### src/rtl/bus_source_driver.sv
// bus_source_driver: read side of the shared processor bus.
// Picks one of R0..R7, DIN or G and copies it into a registered bus output.
// BusValid stays high for HOLD_CYCLES cycles per transfer.
// Optional feature macro: BUS_CONFLICT_CHECK_EN. When it is defined, a sticky
// ConflictErr flag reports accepted transfers that had more than one select high.
module bus_source_driver #(
    parameter int n           = 16,
    parameter int HOLD_CYCLES = 1
) (
    input  logic           Clock,
    input  logic           Resetn,
    input  logic [8*n-1:0] RegR,
    input  logic [n-1:0]   DIN,
    input  logic [n-1:0]   G,
    input  logic [7:0]     Rout,
    input  logic           Gout,
    input  logic           DINout,
    input  logic           ReqRead,
    output logic [n-1:0]   BusWires,
    output logic           BusValid,
    output logic           Busy,
    output logic           ConflictErr
);

    // The hold counter is 4 bits wide, so only 1..15 hold cycles are legal.
    if (HOLD_CYCLES < 1 || HOLD_CYCLES > 15) begin : g_bad_hold
        $error("bus_source_driver: HOLD_CYCLES must be in 1..15");
    end

    localparam logic [3:0] CNT_RELOAD = 4'(HOLD_CYCLES - 1);

    typedef enum logic {
        IDLE  = 1'b0,
        DRIVE = 1'b1
    } state_t;

    state_t       state_q, state_d;
    logic [3:0]   cnt_q, cnt_d;
    logic [n-1:0] bus_q, bus_d;
    logic         valid_q, valid_d;

    logic         any_sel;
    logic         accept;
    logic [n-1:0] sel_data;

    assign any_sel = DINout | Gout | (|Rout);

    // A request is taken in IDLE, or on the last hold cycle of DRIVE (back-to-back).
    assign accept = ReqRead & any_sel & ((state_q == IDLE) | (cnt_q == 4'd0));

    // Priority source mux: DINout > Gout > Rout[0] > ... > Rout[7].
    always_comb begin
        sel_data = '0;
        for (int k = 7; k >= 0; k--) begin
            if (Rout[k]) sel_data = RegR[k*n +: n];
        end
        if (Gout)   sel_data = G;
        if (DINout) sel_data = DIN;
    end

    // Next-state logic: capture a snapshot, count down the hold, or release the bus.
    always_comb begin
        state_d = state_q;
        cnt_d   = cnt_q;
        bus_d   = bus_q;
        valid_d = valid_q;
        case (state_q)
            IDLE: begin
                if (accept) begin
                    bus_d   = sel_data;
                    valid_d = 1'b1;
                    cnt_d   = CNT_RELOAD;
                    state_d = DRIVE;
                end
            end
            DRIVE: begin
                if (cnt_q != 4'd0) begin
                    cnt_d = cnt_q - 4'd1;
                end else if (accept) begin
                    bus_d   = sel_data;
                    valid_d = 1'b1;
                    cnt_d   = CNT_RELOAD;
                end else begin
                    valid_d = 1'b0;
                    state_d = IDLE;
                end
            end
            default: begin
                state_d = IDLE;
                valid_d = 1'b0;
            end
        endcase
    end

    // FSM register: state, hold counter and the registered bus outputs.
    always_ff @(posedge Clock or negedge Resetn) begin
        if (!Resetn) begin
            state_q <= IDLE;
            cnt_q   <= 4'd0;
            bus_q   <= '0;
            valid_q <= 1'b0;
        end else begin
            state_q <= state_d;
            cnt_q   <= cnt_d;
            bus_q   <= bus_d;
            valid_q <= valid_d;
        end
    end

    assign BusWires = bus_q;
    assign BusValid = valid_q;
    assign Busy     = (state_q == DRIVE);

`ifdef BUS_CONFLICT_CHECK_EN
    logic conflict_q, conflict_d;
    logic multi_sel;

    assign multi_sel = ($countones({DINout, Gout, Rout}) > 1);

    // Sticky flag: set on any accepted transfer with more than one select high.
    always_comb begin
        conflict_d = conflict_q | (accept & multi_sel);
    end

    // Conflict flag register, cleared only by reset.
    always_ff @(posedge Clock or negedge Resetn) begin
        if (!Resetn) conflict_q <= 1'b0;
        else         conflict_q <= conflict_d;
    end

    assign ConflictErr = conflict_q;
`else
    assign ConflictErr = 1'b0;
`endif

endmodule

### config.mk
export PLATFORM = sky130hd
export DESIGN_NAME = bus_source_driver
export DESIGN_NICKNAME = d
export VERILOG_FILES = /design/src/rtl/bus_source_driver.sv
export SDC_FILE = /design/constraint.sdc
export NUM_CORES = 1
export LEC_CHECK = 0
export CELL_PAD_IN_SITES_DETAIL_PLACEMENT = 0
export CELL_PAD_IN_SITES_GLOBAL_PLACEMENT = 1
export CORE_MARGIN = 8
export CORE_UTILIZATION = 25
export CTS_BUF_LIST = sky130_fd_sc_hd__clkbuf_8
export DETAILED_ROUTE_END_ITERATION = 7
export DONT_BUFFER_PORTS = 1
export GPL_TIMING_DRIVEN = 0
export PLACE_DENSITY_LB_ADDON = 0.1
export SKIP_LAST_GASP = 1
export SLEW_MARGIN = 20
export SYNTH_ARGS = -nofsm -noshare
export SYNTH_HDL_FRONTEND = slang
export SYNTH_SLANG_ARGS = --single-unit
### constraint.sdc
create_clock -name Clock -period 1.65 [get_ports Clock]
set_input_delay 0.495 -clock Clock [delete_from_list [all_inputs] [get_ports Clock]]
set_output_delay 0.495 -clock Clock [all_outputs]
set_load 0.01 [all_outputs]
==> results.tsv <==
stage	metric	value	unit
clock_tree	cts.clk_slew.worst_paths	0.08	ns
grt	grt_max_degree	23	
critical_path	crit_path_max_fanout	5	
sta	finalCritPeriodShare	101	%
floorplan	die_w	112	um
synthesis	yosys_warnings	0	
drt	wire_per_inst	27.3	um
synthesis	syn_area_per_cell	7.50	um^2
finish	final_net_count	499	
sta	tightest_slew	0.793	ns
finish	post_route_cells_drive_above_1_share	25.7	%
critical_path	cp.arrival	1.85	ns
clock_tree	cts_max_level	1	
critical_path	path_cells	inv_2 > ha_4 > nor3b_4 > nand2b_4 > nor2b_4 > buf_6 > clkbuf_16 > nor2_4 > a21oi_2	
drt	ant_nets	0	
synthesis	synth_area_leaders	dfrtp_1 24%, a221oi_1 9.8%, a21oi_1 7.8%	
drt	drt-initial-drc-count	103	
synthesis	syn_area	2320	um^2
critical_path	cp.buffers_inverters	3	
sta	hold_slack	0.210	ns
power_and_ir_drop	power	1.51	mW
synthesis	synthFlopType	dfrtp_1	
placement	port_buffers	0	
status	outcome	complete, but fails checks	
power_and_ir_drop	power.leakage	1.00	nW
drt	routed-wl-met2	5.95	mm
drt	via_count	2626	
sta	hold_viol	0	
synthesis	async_flop_share	100	%
placement	numPlacedInstances	420	
placement	globalplace.congestion	0.751	
synthesis	synth_nets	483	
sta	finalMaxSlewViolations	0	
sta	setup_viol	6	
critical_path	cp_slowest_stage_delay	0.41	ns
grt	grt_pass1_vias	2785	
grt	grt_pass1_wl	16.7	mm
floorplan	rows	35	
synthesis	syn_inst	309	
drt	wl_met3	834	um
critical_path	cp-end-kind	flop	
synthesis	synth_most_common_cell	a21oi_1	
drt	drc	0	
synthesis	synthTopCellsByCount	36 x a21oi_1, 32 x o21ai_0, 26 x a221oi_1	
critical_path	cp-start-kind	flop	
sta	rsz0062_at_grt	yes	
status	violations	setup timing	
drt	highest_layer	met4	
floorplan	core	9110	um^2
critical_path	crit_family	simple AND/OR/NAND/NOR gates	
synthesis	synth.top_cell.area_share	23.8	%
synthesis	ys_seq_area_share	23.8	%
clock_tree	clock_tree.root_cell	clkbuf_8	
sta	clock_skew	0.00328	ns
floorplan	io_pins	192	
sta	max_clock_freq	0.602	GHz
finish	fin_cells	434	
floorplan	start_util	25.4	%
synthesis	yosys.area.top_type	dfrtp_1	
hold_path	min_path_type	primary input to asynchronous set/reset pin	
clock_tree	clock_latency	0.26	ns
drt	wl	11.9	mm
drt	routed_via_density	6.05	
synthesis	synth.ff_latch_count	22	
floorplan	die_h	112	um
synthesis	synth-edff-count	0	
sta	period_needed	1.66	ns
floorplan	die_area	12600	um^2
drt	first_pass_iters	4	
critical_path	cp.required	1.84	ns
placement	hpwl	9.50	mm
clock_tree	cts_inserted_buffers	3	
finish	antenna_cells	0	
sta	layout_setup_ws	-0.0102	ns
power_and_ir_drop	power_density	533	nW/um^2
clock_tree	cts.sinks	22	
sta	maxSlewHeadroom	47.1	%
synthesis	synth_cell_type_count	40	
finish	syn_to_final_growth	22.5	%
run	maxCapViolations	0	
critical_path	crit_type	flop to flop	
grt	gr-total-overflow	0	
critical_path	crit_slowest_cell	dfrtp_1	
placement	post-place-ws	-0.465	ns
clock_tree	cts_buffer_depth	2	
drt	m1WireLength	5.00	mm
clock_tree	cts_tree	yes	
grt	track_usage	17.2	%
power_and_ir_drop	ir_drop	0.216	mV
grt	antenna_found_initial	0	
-- through the flow --
stage	utilization (%)	instance area, um^2	setup TNS [ns]
after floorplan	-	2330	0
after global placement	27.1	2470	-5.61
final	31.2	2840	-0.0317
after CTS	28.5	2600	-0.145
after detailed placement	27.1	2470	-5.54
after global routing	31.2	2840	-0.707
-- cell families (layout without fill, tap and decap cells) --
kind of cell / after synthesis / after routing / share of synthesized area, %
buf+inv: 48 / 62 / 11.1
other cells: 1 / 1 / 0.162
compound gates: 155 / 155 / 45.6
simple gates: 82 / 82 / 18.8
flops: 22 / 22 / 23.8
fa+ha+maj: 1 / 1 / 0.540
-- cell usage in the layout, fill, tap and decap left out, types with 3 or more instances in the layout --
cell type and count:
inv_1 12, clkbuf_1 5, clkbuf_8 4, nor2b_1 16, nor2_4 5, buf_6 3
a21oi_4 3, o21ai_0 29, nor3_1 5, nand2_1 24, a21oi_2 10, a21oi_1 23
a221oi_1 25, a211oi_1 5, nor3_2 5, nand3_1 12, buf_8 3, buf_4 12
o21ai_1 8, nor2_1 5, dfrtp_1 22, buf_2 7, clkbuf_2 7, a31oi_1 9
o221ai_1 15, o311ai_1 3, a22oi_1 12
-- registers in the layout, indices dropped and copies added, names as in the netlist --
| signal | flops |
|---|---|
| BusValid | 1 |
| BusWires | 16 |
| Busy | 1 |
| cnt_q | 4 |
-- power breakdown --
group          internal, mW  switching (mW)  leakage [nW]
Combinational         0.215           0.303         0.720
Clock                 0.163           0.172        0.0216
Sequential            0.588          0.0718         0.263
Total                 0.967           0.547          1.00
-- timing repair --
| item | CTS | global route |
|---|---|---|
| resized for setup | 17 | 45 |
| cloned | 0 | 3 |
| buffers inserted | 3 | 4 |
| pin swaps | 1 | 9 |
| endpoints found under the setup margin | 16 | 16 |
| hold buffers | 1 | 0 |
| endpoints found under the hold margin | 22 | 0 |
-- per-layer routing --
| metal | GRT usage [%] | vias up |
|---|---|---|
| met2 | 29.5 | 119 |
| met5 | 0 | - |
| met1 | 21.2 | 1277 |
| met4 | 2.52 | 0 |
| li1 | - | 1226 |
| met3 | 4.78 | 4 |
-- cell type report --
| cell class | instances | area, um^2 |
|---|---|---|
| Multi-Input combinational cell | 239 | 1680 |
| Timing Repair Buffer | 11 | 125 |
| Tap cell | 111 | 139 |
| Fill cell | 990 | 6270 |
| Buffer | 32 | 231 |
| Sequential cell | 22 | 551 |
| Inverter | 16 | 67.6 |
| Clock buffer | 3 | 41.3 |
-- path summary, 6_finish.rpt --
| path | from | to | slack [ns] | cells past startpoint |
|---|---|---|---|---|
| setup / recovery | cnt_q[0] | BusWires[8] | -0.01 | 9 |
| hold / removal | Resetn | BusWires[5] | 0.21 | 1 |
| setup reg to reg | cnt_q[0] | BusWires[8] | -0.01 | 9 |
| hold reg to reg | cnt_q[1] | cnt_q[1] | 0.56 | 2 |
| max in group asynchronous | Resetn | BusWires[1] | 1.08 | 1 |
| min in group Clock | DIN[6] | BusWires[6] | 0.40 | 2 |
Note: power is estimated with default switching activity, not from simulation.
